--- src/rtl/alu_arb_pkg.sv ---
// Shared types, command constants and flag layout for the ALU request arbiter.
package alu_arb_pkg;

    typedef enum logic [1:0] {IDLE, ISSUE, WAIT, RESP} arb_state_t;

    localparam logic [3:0] CMD_MUL_INC = 4'd9;
    localparam logic [3:0] CMD_MUL_SHL = 4'd10;

    // Bit positions inside the 6-bit response flag word.
    localparam int unsigned FLG_COUT  = 0;
    localparam int unsigned FLG_OFLOW = 1;
    localparam int unsigned FLG_G     = 2;
    localparam int unsigned FLG_E     = 3;
    localparam int unsigned FLG_L     = 4;
    localparam int unsigned FLG_ERR   = 5;

    function automatic logic is_mul(input logic mode, input logic [3:0] cmd);
        return mode && ((cmd == CMD_MUL_INC) || (cmd == CMD_MUL_SHL));
    endfunction

endpackage

--- src/rtl/alu_req_arbiter_if.sv ---
// Requester, ALU and response signals of the shared-ALU arbiter.
// slave is the arbiter's view; master is the requesters/ALU/consumer view.
interface alu_req_arbiter_if #(
    parameter int unsigned NREQ = 4,
    parameter int unsigned W    = 8
);
    localparam int unsigned IW = (NREQ > 1) ? $clog2(NREQ) : 1;

    logic [NREQ-1:0]   req_valid;
    logic [NREQ-1:0]   req_ready;
    logic [NREQ*W-1:0] req_opa;
    logic [NREQ*W-1:0] req_opb;
    logic [NREQ*4-1:0] req_cmd;
    logic [NREQ-1:0]   req_mode;
    logic [NREQ-1:0]   req_cin;

    logic [W-1:0]      alu_opa;
    logic [W-1:0]      alu_opb;
    logic [3:0]        alu_cmd;
    logic              alu_mode;
    logic              alu_cin;
    logic              alu_ce;
    logic [1:0]        alu_inp_valid;
    logic [2*W-1:0]    alu_res;
    logic              alu_cout;
    logic              alu_oflow;
    logic              alu_g;
    logic              alu_e;
    logic              alu_l;
    logic              alu_err;

    logic              rsp_valid;
    logic              rsp_ready;
    logic [IW-1:0]     rsp_id;
    logic [2*W-1:0]    rsp_res;
    logic [5:0]        rsp_flags;

    modport slave (
        input  req_valid, req_opa, req_opb, req_cmd, req_mode, req_cin,
        input  alu_res, alu_cout, alu_oflow, alu_g, alu_e, alu_l, alu_err,
        input  rsp_ready,
        output req_ready,
        output alu_opa, alu_opb, alu_cmd, alu_mode, alu_cin, alu_ce, alu_inp_valid,
        output rsp_valid, rsp_id, rsp_res, rsp_flags
    );

    modport master (
        output req_valid, req_opa, req_opb, req_cmd, req_mode, req_cin,
        output alu_res, alu_cout, alu_oflow, alu_g, alu_e, alu_l, alu_err,
        output rsp_ready,
        input  req_ready,
        input  alu_opa, alu_opb, alu_cmd, alu_mode, alu_cin, alu_ce, alu_inp_valid,
        input  rsp_valid, rsp_id, rsp_res, rsp_flags
    );

endinterface

--- src/rtl/alu_rr_picker.sv ---
// Combinational round-robin picker: first asserted request at or after ptr, wrapping;
// prio_en lets request 0 override the rotation.
module alu_rr_picker #(
    parameter int unsigned NREQ = 4,
    localparam int unsigned IW  = (NREQ > 1) ? $clog2(NREQ) : 1
) (
    input  logic [NREQ-1:0] req,
    input  logic [IW-1:0]   ptr,
    input  logic            prio_en,
    output logic [NREQ-1:0] grant,
    output logic [IW-1:0]   idx
);

    always_comb begin
        int unsigned   pos;
        logic [IW-1:0] pos_w;
        grant = '0;
        idx   = '0;
        pos   = 0;
        pos_w = '0;
        // Walk offsets from farthest to nearest so the nearest valid request wins.
        for (int k = int'(NREQ) - 1; k >= 0; k--) begin
            pos   = (32'(ptr) + 32'(k)) % NREQ;
            pos_w = IW'(pos);
            if (req[pos_w]) begin
                grant        = '0;
                grant[pos_w] = 1'b1;
                idx          = pos_w;
            end
        end
        if (prio_en && req[0]) begin
            grant    = '0;
            grant[0] = 1'b1;
            idx      = '0;
        end
    end

endmodule

--- src/rtl/alu_req_arbiter.sv ---
// Shares one ALU among NREQ requesters: round-robin grant, issue, latency wait, tagged response.
// Build option: define ALU_ARB_PRIO_EN to make requester 0 high priority.
module alu_req_arbiter
    import alu_arb_pkg::*;
#(
    parameter int unsigned NREQ    = 4,
    parameter int unsigned W       = 8,
    parameter int unsigned ALU_LAT = 1,
    parameter int unsigned MUL_LAT = 2
) (
    input logic              clk,
    input logic              rst,
    alu_req_arbiter_if.slave bus
);

    localparam int unsigned IW = (NREQ > 1) ? $clog2(NREQ) : 1;

`ifdef ALU_ARB_PRIO_EN
    localparam logic PRIO_EN = 1'b1;
`else
    localparam logic PRIO_EN = 1'b0;
`endif

    arb_state_t     state_q;
    logic [IW-1:0]  ptr_q, ptr_next, id_q;
    logic [7:0]     cnt_q;
    logic [W-1:0]   alu_opa_q, alu_opb_q;
    logic [3:0]     alu_cmd_q;
    logic           alu_mode_q, alu_cin_q, alu_ce_q;
    logic [1:0]     alu_inp_valid_q;
    logic           rsp_valid_q;
    logic [2*W-1:0] rsp_res_q;
    logic [5:0]     rsp_flags_q;
    logic [NREQ-1:0] grant;
    logic [IW-1:0]  idx;

    alu_rr_picker #(
        .NREQ (NREQ)
    ) u_picker (
        .req     (bus.req_valid),
        .ptr     (ptr_q),
        .prio_en (PRIO_EN),
        .grant   (grant),
        .idx     (idx)
    );

    // Ready is only offered in IDLE and is held off combinationally while reset is asserted.
    assign bus.req_ready = (state_q == IDLE && !rst) ? grant : '0;

    always_comb begin
        ptr_next = (id_q == IW'(NREQ - 1)) ? '0 : id_q + IW'(1);
        if (PRIO_EN && id_q == '0) begin
            ptr_next = ptr_q;
        end
    end

    always_ff @(posedge clk or posedge rst) begin
        if (rst) begin
            state_q         <= IDLE;
            ptr_q           <= '0;
            id_q            <= '0;
            cnt_q           <= '0;
            alu_opa_q       <= '0;
            alu_opb_q       <= '0;
            alu_cmd_q       <= '0;
            alu_mode_q      <= 1'b0;
            alu_cin_q       <= 1'b0;
            alu_ce_q        <= 1'b0;
            alu_inp_valid_q <= 2'b00;
            rsp_valid_q     <= 1'b0;
            rsp_res_q       <= '0;
            rsp_flags_q     <= '0;
        end else begin
            unique case (state_q)
                IDLE: begin
                    if (|grant) begin
                        alu_opa_q       <= bus.req_opa[idx*W +: W];
                        alu_opb_q       <= bus.req_opb[idx*W +: W];
                        alu_cmd_q       <= bus.req_cmd[idx*4 +: 4];
                        alu_mode_q      <= bus.req_mode[idx];
                        alu_cin_q       <= bus.req_cin[idx];
                        alu_ce_q        <= 1'b1;
                        alu_inp_valid_q <= 2'b11;
                        id_q            <= idx;
                        state_q         <= ISSUE;
                    end
                end
                ISSUE: begin
                    cnt_q   <= is_mul(alu_mode_q, alu_cmd_q) ? 8'(MUL_LAT - 1) : 8'(ALU_LAT - 1);
                    state_q <= WAIT;
                end
                WAIT: begin
                    if (cnt_q == '0) begin
                        rsp_res_q              <= bus.alu_res;
                        rsp_flags_q[FLG_COUT]  <= bus.alu_cout;
                        rsp_flags_q[FLG_OFLOW] <= bus.alu_oflow;
                        rsp_flags_q[FLG_G]     <= bus.alu_g;
                        rsp_flags_q[FLG_E]     <= bus.alu_e;
                        rsp_flags_q[FLG_L]     <= bus.alu_l;
                        rsp_flags_q[FLG_ERR]   <= bus.alu_err;
                        rsp_valid_q            <= 1'b1;
                        alu_ce_q               <= 1'b0;
                        alu_inp_valid_q        <= 2'b00;
                        state_q                <= RESP;
                    end else begin
                        cnt_q <= cnt_q - 8'd1;
                    end
                end
                RESP: begin
                    if (bus.rsp_ready) begin
                        rsp_valid_q <= 1'b0;
                        ptr_q       <= ptr_next;
                        state_q     <= IDLE;
                    end
                end
                default: state_q <= IDLE;
            endcase
        end
    end

    assign bus.alu_opa       = alu_opa_q;
    assign bus.alu_opb       = alu_opb_q;
    assign bus.alu_cmd       = alu_cmd_q;
    assign bus.alu_mode      = alu_mode_q;
    assign bus.alu_cin       = alu_cin_q;
    assign bus.alu_ce        = alu_ce_q;
    assign bus.alu_inp_valid = alu_inp_valid_q;
    assign bus.rsp_valid     = rsp_valid_q;
    assign bus.rsp_id        = id_q;
    assign bus.rsp_res       = rsp_res_q;
    assign bus.rsp_flags     = rsp_flags_q;

endmodule

--- src/flat_wrapper.sv ---
// flat-port wrapper written by rule: the top's interface ports become plain ports
module alu_req_arbiter_flat import alu_arb_pkg::*;
#(
    parameter int unsigned NREQ    = 4,
    parameter int unsigned W       = 8,
    parameter int unsigned ALU_LAT = 1,
    parameter int unsigned MUL_LAT = 2
)
  (clk, rst, bus_req_valid, bus_req_opa, bus_req_opb, bus_req_cmd, bus_req_mode, bus_req_cin, bus_alu_res, bus_alu_cout, bus_alu_oflow, bus_alu_g, bus_alu_e, bus_alu_l, bus_alu_err, bus_rsp_ready, bus_req_ready, bus_alu_opa, bus_alu_opb, bus_alu_cmd, bus_alu_mode, bus_alu_cin, bus_alu_ce, bus_alu_inp_valid, bus_rsp_valid, bus_rsp_id, bus_rsp_res, bus_rsp_flags);
  alu_req_arbiter_if #(.NREQ(NREQ), .W(W)) bus_i ();
  input logic clk;
  input logic rst;
  input wire logic [$bits(bus_i.req_valid)-1:0] bus_req_valid;
  input wire logic [$bits(bus_i.req_opa)-1:0] bus_req_opa;
  input wire logic [$bits(bus_i.req_opb)-1:0] bus_req_opb;
  input wire logic [$bits(bus_i.req_cmd)-1:0] bus_req_cmd;
  input wire logic [$bits(bus_i.req_mode)-1:0] bus_req_mode;
  input wire logic [$bits(bus_i.req_cin)-1:0] bus_req_cin;
  input wire logic [$bits(bus_i.alu_res)-1:0] bus_alu_res;
  input wire logic [$bits(bus_i.alu_cout)-1:0] bus_alu_cout;
  input wire logic [$bits(bus_i.alu_oflow)-1:0] bus_alu_oflow;
  input wire logic [$bits(bus_i.alu_g)-1:0] bus_alu_g;
  input wire logic [$bits(bus_i.alu_e)-1:0] bus_alu_e;
  input wire logic [$bits(bus_i.alu_l)-1:0] bus_alu_l;
  input wire logic [$bits(bus_i.alu_err)-1:0] bus_alu_err;
  input wire logic [$bits(bus_i.rsp_ready)-1:0] bus_rsp_ready;
  output wire logic [$bits(bus_i.req_ready)-1:0] bus_req_ready;
  output wire logic [$bits(bus_i.alu_opa)-1:0] bus_alu_opa;
  output wire logic [$bits(bus_i.alu_opb)-1:0] bus_alu_opb;
  output wire logic [$bits(bus_i.alu_cmd)-1:0] bus_alu_cmd;
  output wire logic [$bits(bus_i.alu_mode)-1:0] bus_alu_mode;
  output wire logic [$bits(bus_i.alu_cin)-1:0] bus_alu_cin;
  output wire logic [$bits(bus_i.alu_ce)-1:0] bus_alu_ce;
  output wire logic [$bits(bus_i.alu_inp_valid)-1:0] bus_alu_inp_valid;
  output wire logic [$bits(bus_i.rsp_valid)-1:0] bus_rsp_valid;
  output wire logic [$bits(bus_i.rsp_id)-1:0] bus_rsp_id;
  output wire logic [$bits(bus_i.rsp_res)-1:0] bus_rsp_res;
  output wire logic [$bits(bus_i.rsp_flags)-1:0] bus_rsp_flags;
  assign bus_i.req_valid = bus_req_valid;
  assign bus_i.req_opa = bus_req_opa;
  assign bus_i.req_opb = bus_req_opb;
  assign bus_i.req_cmd = bus_req_cmd;
  assign bus_i.req_mode = bus_req_mode;
  assign bus_i.req_cin = bus_req_cin;
  assign bus_i.alu_res = bus_alu_res;
  assign bus_i.alu_cout = bus_alu_cout;
  assign bus_i.alu_oflow = bus_alu_oflow;
  assign bus_i.alu_g = bus_alu_g;
  assign bus_i.alu_e = bus_alu_e;
  assign bus_i.alu_l = bus_alu_l;
  assign bus_i.alu_err = bus_alu_err;
  assign bus_i.rsp_ready = bus_rsp_ready;
  assign bus_req_ready = bus_i.req_ready;
  assign bus_alu_opa = bus_i.alu_opa;
  assign bus_alu_opb = bus_i.alu_opb;
  assign bus_alu_cmd = bus_i.alu_cmd;
  assign bus_alu_mode = bus_i.alu_mode;
  assign bus_alu_cin = bus_i.alu_cin;
  assign bus_alu_ce = bus_i.alu_ce;
  assign bus_alu_inp_valid = bus_i.alu_inp_valid;
  assign bus_rsp_valid = bus_i.rsp_valid;
  assign bus_rsp_id = bus_i.rsp_id;
  assign bus_rsp_res = bus_i.rsp_res;
  assign bus_rsp_flags = bus_i.rsp_flags;
  alu_req_arbiter #(.NREQ(NREQ), .W(W), .ALU_LAT(ALU_LAT), .MUL_LAT(MUL_LAT)) u_core (.clk(clk), .rst(rst), .bus(bus_i));
endmodule
--- config.mk ---
export PLATFORM = sky130hd
export DESIGN_NAME = alu_req_arbiter_flat
export DESIGN_NICKNAME = d
export VERILOG_FILES = /design/src/rtl/alu_arb_pkg.sv /design/src/rtl/alu_req_arbiter_if.sv /design/src/rtl/alu_rr_picker.sv /design/src/rtl/alu_req_arbiter.sv /design/src/flat_wrapper.sv
export SDC_FILE = /design/constraint.sdc
export NUM_CORES = 1
export LEC_CHECK = 0
export CAP_MARGIN = 20
export CORE_MARGIN = 2
export CORE_UTILIZATION = 55
export CTS_CLUSTER_SIZE = 40
export DETAILED_ROUTE_END_ITERATION = 10
export DONT_BUFFER_PORTS = 1
export HOLD_SLACK_MARGIN = 0.02
export PLACE_DENSITY_LB_ADDON = 0.12
export SYNTH_ARGS = -nofsm -noshare
export SYNTH_HDL_FRONTEND = slang
export SYNTH_SLANG_ARGS = --single-unit
--- constraint.sdc ---
create_clock -name clk -period 8.3 [get_ports clk]
set_input_delay 0.83 -clock clk [delete_from_list [all_inputs] [get_ports clk]]
set_output_delay 0.83 -clock clk [all_outputs]
set_load 0.05 [all_outputs]
==> results of run 1 <==
==> cells by family after synthesis <==
logic type	Yosys count	share of synthesized area, %
adder cells (fa/ha/maj)	15	5.03
buffers and inverters	33	5.16
AO/OA/AOI/OAI	57	10.5
XOR/XNOR	3	0.704
flip-flops	60	40.2
multiplexers	98	29.2
AND/OR/NAND/NOR	66	9.21
==> registers in the layout, indices dropped and copies added, names as in the netlist <==
register                  count
u_core.ptr_q                  2
u_core.bus.alu_inp_valid      1
u_core.bus.alu_mode           1
u_core.bus.rsp_id             2
u_core.bus.rsp_flags          6
u_core.bus.alu_opa            8
u_core.state_q                2
u_core.bus.alu_cin            1
u_core.bus.rsp_valid          1
u_core.cnt_q                  8
u_core.bus.rsp_res           16
u_core.bus.alu_cmd            4
u_core.bus.alu_opb            8
==> synthesized netlist by cell type, types with 2 or more instances <==
library cell,n,share of area [%]
sky130_fd_sc_hd__and3_1,2,0.33
sky130_fd_sc_hd__buf_6,7,2.1
sky130_fd_sc_hd__inv_1,13,1.3
sky130_fd_sc_hd__mux4_2,4,2.4
sky130_fd_sc_hd__a221oi_2,2,0.80
sky130_fd_sc_hd__nor2b_1,4,0.67
sky130_fd_sc_hd__or4bb_1,2,0.60
sky130_fd_sc_hd__o32a_1,2,0.54
sky130_fd_sc_hd__nand4b_1,2,0.47
sky130_fd_sc_hd__buf_1,2,0.20
sky130_fd_sc_hd__mux2_1,25,7.5
sky130_fd_sc_hd__o21ai_1,23,3.1
sky130_fd_sc_hd__xnor2_1,2,0.47
sky130_fd_sc_hd__buf_4,4,0.80
sky130_fd_sc_hd__o21ai_0,4,0.54
sky130_fd_sc_hd__nand2_1,34,3.4
sky130_fd_sc_hd__o311ai_0,2,0.47
sky130_fd_sc_hd__ha_1,15,5.0
sky130_fd_sc_hd__mux2_2,23,6.9
sky130_fd_sc_hd__mux2i_1,46,12
sky130_fd_sc_hd__o41ai_1,2,0.47
sky130_fd_sc_hd__nor4_1,2,0.33
sky130_fd_sc_hd__nor2_1,4,0.40
sky130_fd_sc_hd__nor3_1,4,0.54
sky130_fd_sc_hd__a21oi_1,6,0.80
sky130_fd_sc_hd__dfrtp_1,60,40
sky130_fd_sc_hd__a21o_1,2,0.40
sky130_fd_sc_hd__o31ai_1,4,0.80
sky130_fd_sc_hd__a221oi_1,2,0.47
sky130_fd_sc_hd__o22ai_1,2,0.33
sky130_fd_sc_hd__nand3_1,4,0.54
sky130_fd_sc_hd__clkbuf_1,5,0.50
==> worst max-delay path: cells and delay by family (launching register included) <==
kind | cells | cell delay (ns)
AND/OR/NAND/NOR | 3 | 1.20
AO/OA/AOI/OAI | 2 | 0.68
flip-flops | 1 | 0.78
adder cells (fa/ha/maj) | 1 | 0.45
buffers and inverters | 1 | 0.17
==> per-stage QoR <==
step,hold WS (ns),instances,instance area [µm²],worst slack (ns),util (%)
2_1_floorplan,0.445,332,3730,4.08,-
6_report,0.479,413,4000,3.85,59.8
4_1_cts,0.484,413,4000,3.84,59.8
3_3_place_gp,0.463,397,3760,4.27,56.3
5_1_grt,0.519,413,4000,3.61,59.8
3_5_place_dp,0.474,397,3760,4.20,56.3
==> how the worst max path moves through the flow <==
stage | from | to | slack, ns | cells past startpoint
finish | u_core.ptr_q[0]$_DFFE_PP0P_ | bus_req_ready[0] | 3.85 | 7
global route | u_core.ptr_q[0]$_DFFE_PP0P_ | bus_req_ready[0] | 3.61 | 7
CTS | u_core.ptr_q[0]$_DFFE_PP0P_ | bus_req_ready[0] | 3.84 | 7
detailed placement | u_core.ptr_q[0]$_DFFE_PP0P_ | bus_req_ready[0] | 4.20 | 7
global placement | u_core.ptr_q[0]$_DFFE_PP0P_ | bus_req_ready[0] | 4.27 | 7
floorplan | rst | bus_req_ready[2] | 4.08 | 3
==> routing by layer <==
layer / up-vias / wire length, µm / part of all wire [%] / GRT usage [%]
li1: 1203 / - / - / -
met1: 1183 / 3030 / 40 / 24.8
met2: 99 / 3890 / 52 / 34.5
met3: 9 / 518 / 6.9 / 6.76
met4: 0 / 78 / 1.0 / 4.69
met5: - / 0 / 0 / 0
==> layout make-up <==
| cell class | instances | area, µm² | share of cell area, % |
|---|---|---|---|
| clock buffer | 12 | 135 | 3.38 |
| multi-input combinational | 239 | 2080 | 52.0 |
| clock inverter | 4 | 97.6 | 2.44 |
| tap | 80 | 100 | 2.51 |
| inverter | 14 | 52.6 | 1.32 |
| sequential | 60 | 1500 | 37.6 |
| timing repair buffer | 4 | 30.0 | 0.752 |
==> flow_metrics.tcl, run 1 <==
set metrics [dict create \
    run_status "finished, final reports clean" \
    layout.cells.most_common_list "60 x sky130_fd_sc_hd__dfrtp_1, 46 x sky130_fd_sc_hd__mux2i_1, 34 x sky130_fd_sc_hd__nand2_1" \
    timing_hold_violations_final 0 \
    numCtsBuffers 9 \
    cts.reportedPaths.clkPinSlew_ns 0.07 \
    die_height_um 86.4 \
    netlist_instances 332 \
    netlist-cell-type-count 49 \
    gr-usage-all-layers_pct 20.2 \
    diodes 0 \
    finalCritPeriodShare_pct 53.6 \
    rsz0062_at_grt "false" \
    globalRoute.totalOverflow 0 \
    cp.arrival_ns 3.62 \
    synth-seq-cells 60 \
    rows 30 \
    slew-limit-headroom_pct 37.1 \
    initial_core_util_pct 55.9 \
    synth.yosys.warnings 0 \
    async_flop_share_pct 100 \
    synth_ff_type "sky130_fd_sc_hd__dfrtp_1" \
    drive_gt1_share_pct 17.4 \
    class_of_the_most_critical_hold_timing_path "register to register" \
    cts_tree "yes" \
    half_perimeter_wire_length_after_placement_um 5640 \
    post-route-drc-count 0 \
    tightest_slew_ns 0.942 \
    worst_path_required_ns 7.47 \
    cap_viol_max_count 0 \
    finish.net_count 460 \
    finalSetupViolations 0 \
    die-area_um2 7470 \
    postCtsResizedCells 0 \
    postRouteAntennaNets 0 \
    num_io_pins 171 \
    initial_antenna_violation_count 0 \
    initialDrtViolationCount 95 \
    core_um2 6680 \
    maximum_number_of_pins_on_one_net_before_global_route_repair 64 \
    max_freq_ghz 0.225 \
    cts_htree_levels 3 \
    layout.cells.most_common "sky130_fd_sc_hd__dfrtp_1" \
    fillers 594 \
    critical_path.max_fanout 19 \
    worstSkewPairLatency_ns 0.33 \
    hold_path_end "u_core.cnt_q[4]$_DFFE_PP0P_" \
    slew_viol_final 0 \
    period_minus_slack_ns 4.45 \
    clock_tree.root_cell "sky130_fd_sc_hd__clkbuf_8" \
    routed_wire_length_per_instance_um 18.2 \
    detail_route.vias_per_cell 6.04 \
    crit_type "register to output pin" \
    r2r_cells 9 \
    wire_length_of_the_first_global_routing_pass_um 11900 \
    synth_seq_area_share_pct 40.2 \
    cp-end-kind "output pin" \
    fin_worst_skew_ns 0.0125 \
    start_kind "register" \
    destination_of_the_worst_register_to_register_timing_path "u_core.bus.rsp_id[1]$_DFFE_PP0P_" \
    routed_wirelength_um 7520 \
    hold_path_startpoint "u_core.cnt_q[4]$_DFFE_PP0P_" \
    cts_setup_buffers 0 \
    worstHoldPathCells 1 \
    slowest_delay_ns 0.78 \
    regToRegSetupSlack_ns 4.56 \
    crit_chain "inv_2 -> ha_1 -> or4b_1 -> a41oi_2 -> nand2_1 -> a22oi_1 -> and3_1" \
    max-clock-path-buffers 2 \
    drtPass1Iterations 4 \
    synth_net_count 464 \
    syn_to_final_growth_pct 6.97 \
    post_synth_instance_area_um2 3730 \
    vias 2494 \
    grt_pass1_vias 2453 \
    timing.rr.start "u_core.ptr_q[0]$_DFFE_PP0P_" \
    clock_sinks 60 \
    place_congestion 0.914 \
    synth-edff-count 0 \
    number_of_hold_buffers_added_after_cts 0 \
    crit_path_top_delay_cell "sky130_fd_sc_hd__dfrtp_1" \
    syn-mean-instance-area_um2 11.2 \
    port_buffers 0 \
    setup_tns_ns 0 \
    die-width_um 86.4 \
]
Power of run 1 is not shown: default switching activity piles up to over one toggle a cycle in this logic, so the estimate is an artifact.
==> run 2, diff against run 1 <==
==> constraint.sdc (replaced) <==
create_clock -name clk -period 4.5 [get_ports clk]
set_input_delay 0.45 -clock clk [delete_from_list [all_inputs] [get_ports clk]]
set_output_delay 0.45 -clock clk [all_outputs]
set_load 0.05 [all_outputs]
==> flow_metrics.tcl, run 2 (synthesis gave the netlist of run 1 again) <==
set metrics [dict create \
    port_buffers 0 \
    maximum_number_of_pins_on_one_net_before_global_route_repair 63 \
    tightest_slew_ns 1.01 \
    gr-usage-all-layers_pct 20.2 \
    timing_hold_violations_final 0 \
    diodes 0 \
    die_height_um 86.4 \
    postCtsResizedCells 0 \
    cts_setup_buffers 0 \
    routed-wl-met3_um 474 \
    finalSetupViolations 0 \
    crit_type "register to output pin" \
    initialDrtViolationCount 71 \
    globalRoute.totalOverflow 0 \
    routed_wirelength_um 7580 \
    class_of_the_most_critical_hold_timing_path "primary input to register" \
    worst_path_required_ns 4.05 \
    highest_layer "met4" \
    finalCritPeriodShare_pct 84.9 \
    rows 30 \
    fin_worst_skew_ns 0.00916 \
    run_status "finished, final reports clean" \
    clock_tree.root_cell "sky130_fd_sc_hd__clkbuf_8" \
    final-seq-area_um2 1500 \
    finish.net_count 462 \
    cap_viol_max_count 0 \
    slew-limit-headroom_pct 32.4 \
    syn_to_final_growth_pct 6.80 \
    die-area_um2 7470 \
    cts_htree_levels 3 \
    clock_sinks 60 \
    rsz0062_at_grt "false" \
    post-route-drc-count 0 \
    max-clock-path-buffers 2 \
    detailroute.wirelength.met2_um 3730 \
    worstSkewPairLatency_ns 0.33 \
    period_minus_slack_ns 3.82 \
    layout.cells.most_common_list "60 x sky130_fd_sc_hd__dfrtp_1, 46 x sky130_fd_sc_hd__mux2i_1, 34 x sky130_fd_sc_hd__nand2_1" \
    fillers 582 \
    largest_register_ffs 16 \
    max_freq_ghz 0.262 \
    place_congestion 0.862 \
    detail_route.vias_per_cell 5.94 \
    cp.arrival_ns 3.37 \
    cts_tree "yes" \
    vias 2464 \
    setup_tns_ns 0 \
    critical_path.max_fanout 10 \
    drive_gt1_share_pct 18.8 \
    numCtsBuffers 9 \
    die-width_um 86.4 \
    layout.cells.most_common "sky130_fd_sc_hd__dfrtp_1" \
    number_of_hold_buffers_added_after_cts 0 \
    core_um2 6680 \
    wire_length_of_the_first_global_routing_pass_um 11800 \
    num_io_pins 171 \
    multi_input_logic_area_um2 2080 \
    initial_core_util_pct 55.9 \
    postRouteAntennaNets 0 \
    cts.reportedPaths.clkPinSlew_ns 0.07 \
    drtPass1Iterations 4 \
    routed_wire_length_per_instance_um 18.3 \
    half_perimeter_wire_length_after_placement_um 5610 \
    grt_pass1_vias 2453 \
    start_kind "register" \
    initial_antenna_violation_count 0 \
    met1_wire_length_um 3240 \
    slew_viol_final 0 \
    cp-end-kind "output pin" \
]
run 2: final timing paths:
path                                              from                                 to  slack (ns)  cells after the start
min reg2reg                u_core.cnt_q[4]$_DFFE_PP0P_        u_core.cnt_q[4]$_DFFE_PP0P_        0.48                      1
max in group asynchronous                          rst  u_core.bus.alu_opa[6]$_DFFE_PP0P_        3.74                      2
min in group asynchronous                          rst  u_core.bus.alu_cmd[2]$_DFFE_PP0P_        0.28                      2
min                                     bus_alu_res[1]  u_core.bus.rsp_res[1]$_DFFE_PP0P_        0.25                      1
max reg2reg                u_core.ptr_q[1]$_DFFE_PP0P_  u_core.bus.alu_opb[6]$_DFFE_PP0P_        1.01                     10
max                        u_core.ptr_q[1]$_DFFE_PP0P_                   bus_req_ready[0]        0.68                      7
run 2: area by class of cell:
cell class | count | share of cell area [%]
Multi-Input combinational cell | 239 | 52.1
Sequential cell | 60 | 37.6
Inverter | 14 | 1.32
Tap cell | 80 | 2.51
Clock inverter | 5 | 1.51
Timing Repair Buffer | 6 | 1.13
Clock buffer | 11 | 3.80
run 2: routing by layer:
| layer | vias to the layer above | GRT usage [%] |
|---|---|---|
| met5 | - | 0 |
| met4 | 0 | 7.81 |
| met3 | 13 | 6.10 |
| met2 | 89 | 32.0 |
| met1 | 1158 | 26.2 |
| li1 | 1204 | - |
run 2: worst max-delay path, stage by stage, from the launching register on:
cell,delay [ns]
sky130_fd_sc_hd__dfrtp_1,0.53
sky130_fd_sc_hd__inv_1,0.15
sky130_fd_sc_hd__ha_1,0.40
sky130_fd_sc_hd__or4b_1,0.57
sky130_fd_sc_hd__a41oi_2,0.34
sky130_fd_sc_hd__nand2_1,0.10
sky130_fd_sc_hd__a22oi_1,0.41
sky130_fd_sc_hd__and3_1,0.55
run 2: metrics by stage:
stage / area (µm²) / std cells / setup slack [ns] / hold WS [ns] / util, %
2_1_floorplan: 3730 / 332 / 0.768 / 0.445 / -
3_3_place_gp: 3780 / 399 / 1.08 / 0.461 / 56.5
3_5_place_dp: 3780 / 399 / 0.976 / 0.474 / 56.5
4_1_cts: 3990 / 415 / 0.660 / 0.231 / 59.7
5_1_grt: 3990 / 415 / 0.494 / 0.232 / 59.7
6_report: 3990 / 415 / 0.679 / 0.248 / 59.7
Power of run 2 is left out for the same reason.
==> run 3, diff against run 2 <==
==> constraint.sdc (replaced) <==
create_clock -name clk -period 3.2 [get_ports clk]
set_input_delay 0.32 -clock clk [delete_from_list [all_inputs] [get_ports clk]]
set_output_delay 0.32 -clock clk [all_outputs]
set_load 0.05 [all_outputs]
==> flow_metrics.tcl, run 3 (synthesis gave the netlist of run 1 again) <==
set metrics [dict create \
    run_status "finished, final reports clean" \
    crit_path_top_delay_cell "sky130_fd_sc_hd__or4b_1" \
    die-width_um 86.4 \
    cp.arrival_ns 2.77 \
    die_height_um 86.4 \
    initialDrtViolationCount 109 \
    vias 2483 \
    cts_htree_levels 3 \
    initial_core_util_pct 55.9 \
    clock_sinks 60 \
    destination_of_the_worst_register_to_register_timing_path "u_core.state_q[1]$_DFFE_PP0P_" \
    core_um2 6680 \
    cap_viol_max_count 0 \
    finish.net_count 471 \
    finalSetupViolations 0 \
    fin_worst_skew_ns 0.00778 \
    critical_path.max_fanout 9 \
    drive_gt1_share_pct 21.9 \
    class_of_the_most_critical_hold_timing_path "primary input to register" \
    start_kind "register" \
    rows 30 \
    hold_path_startpoint "bus_alu_res[9]" \
    timing_hold_violations_final 0 \
    cts.reportedPaths.clkPinSlew_ns 0.07 \
    max_freq_ghz 0.323 \
    maximum_number_of_pins_on_one_net_before_global_route_repair 61 \
    slowest_delay_ns 0.59 \
    wire_length_of_the_first_global_routing_pass_um 11900 \
    syn_to_final_growth_pct 9.25 \
    hold_path_end "u_core.bus.rsp_res[9]$_DFFE_PP0P_" \
    tightest_slew_ns 0.819 \
    slew-limit-headroom_pct 45.4 \
    grt_pass1_vias 2437 \
    die-area_um2 7470 \
    timing.rr.start "u_core.ptr_q[0]$_DFFE_PP0P_" \
    regToRegSetupSlack_ns 0.13 \
    r2r_cells 9 \
    cp-end-kind "output pin" \
    detail_route.vias_per_cell 5.87 \
    path_delay_family "simple AND/OR/NAND/NOR gates" \
    gr-usage-all-layers_pct 20.3 \
    routed_wire_length_per_instance_um 18.0 \
    diodes 0 \
    finalCritPeriodShare_pct 96.7 \
    layout.cells.most_common_list "60 x sky130_fd_sc_hd__dfrtp_1, 46 x sky130_fd_sc_hd__mux2i_1, 34 x sky130_fd_sc_hd__nand2_1" \
    globalRoute.totalOverflow 0 \
    cp.buffers_inverters 2 \
    post-route-drc-count 0 \
    routed_wirelength_um 7600 \
    crit_chain "inv_2 -> ha_2 -> or4b_1 -> a41oi_4 -> a221oi_1 -> a21oi_2 -> and3_2 -> buf_12" \
    crit_type "register to output pin" \
    post-route-util_pct 61.1 \
    half_perimeter_wire_length_after_placement_um 5800 \
    dpl_worst_slack_ns 0.0791 \
    layout.cells.most_common "sky130_fd_sc_hd__dfrtp_1" \
    drtPass1Iterations 4 \
    period_minus_slack_ns 3.09 \
    largest_register_ffs 16 \
    fillers 569 \
    number_of_hold_buffers_added_after_cts 0 \
    rsz0062_at_grt "false" \
    clock_tree.root_cell "sky130_fd_sc_hd__clkbuf_8" \
    worstSkewPairLatency_ns 0.33 \
    slew_viol_final 0 \
    place_congestion 0.769 \
    max-clock-path-buffers 2 \
    num_io_pins 171 \
    worstHoldPathCells 1 \
    cts_tree "yes" \
    port_buffers 0 \
    initial_antenna_violation_count 0 \
    worst_path_required_ns 2.88 \
    postRouteAntennaNets 0 \
    postLayoutSetupSlackWorst_ns 0.105 \
    numCtsBuffers 9 \
]
run 3: changes by cell type in the layout (fill, tap and decap cells not counted), sizes merged:
| cell | previous run | this run |
|---|---|---|
| bufinv | 1 | 0 |
| buf | 6 | 15 |
| clkinvlp | 1 | 2 |
| clkinv | 3 | 2 |
run 3: area by class of cell:
cell class / count / area (µm²) / area share (%)
timing repair buffer: 15 / 150 / 3.68
inverter: 14 / 52.6 / 1.29
clock inverter: 4 / 25.0 / 0.613
clock buffer: 11 / 151 / 3.71
multi-input combinational: 239 / 2100 / 51.5
sequential: 60 / 1500 / 36.8
tap: 80 / 100 / 2.45
run 3: worst register-to-register path, delay by kind of cell, from the launching register on:
family                   cells  cell delay [ns]
multiplexers                 1             0.34
AND/OR/NAND/NOR              2             0.71
flip-flops                   1             0.40
AO/OA/AOI/OAI                4             1.04
adder cells (fa/ha/maj)      1             0.34
buffers and inverters        1             0.13
run 3: timing repair:
action                     CTS  global route
gates cloned                 0             0
gates resized for setup      3             0
pin swaps                    2             1
setup buffers                1             1
setup endpoints to repair    2             1
run 3: worst max-delay path by stage:
stage	endpoint	slack (ns)	cells after the start	from
after floorplan	u_core.bus.rsp_id[0]$_DFFE_PP0P_	-0.03	11	u_core.ptr_q[0]$_DFFE_PP0P_
after global placement	u_core.state_q[1]$_DFFE_PP0P_	0.16	9	u_core.ptr_q[0]$_DFFE_PP0P_
after detailed placement	u_core.state_q[1]$_DFFE_PP0P_	0.08	9	u_core.ptr_q[0]$_DFFE_PP0P_
after CTS	bus_req_ready[0]	0.0007	8	u_core.ptr_q[0]$_DFFE_PP0P_
after global routing	bus_req_ready[1]	0.005	8	u_core.ptr_q[0]$_DFFE_PP0P_
final	bus_req_ready[1]	0.11	8	u_core.ptr_q[0]$_DFFE_PP0P_
run 3: per-stage QoR:
stage,setup TNS [ns],cell area (µm²),hold WS [ns],cells
detailed placement,0,3870,0.456,406
floorplan,-0.0680,3750,0.445,332
CTS,0,4070,0.106,422
global route,0,4080,0.0952,423
finish,0,4080,0.117,423
global placement,0,3870,0.452,406
run 3: per-layer routing:
| metal | vias up | track usage (%) | part of all wire (%) |
|---|---|---|---|
| met4 | 0 | 4.40 | 0.51 |
| met3 | 4 | 6.67 | 7.1 |
| met5 | - | 0 | 0 |
| met2 | 97 | 33.8 | 51 |
| li1 | 1220 | - | - |
| met1 | 1162 | 26.1 | 41 |
Power of run 3 is left out for the same reason.
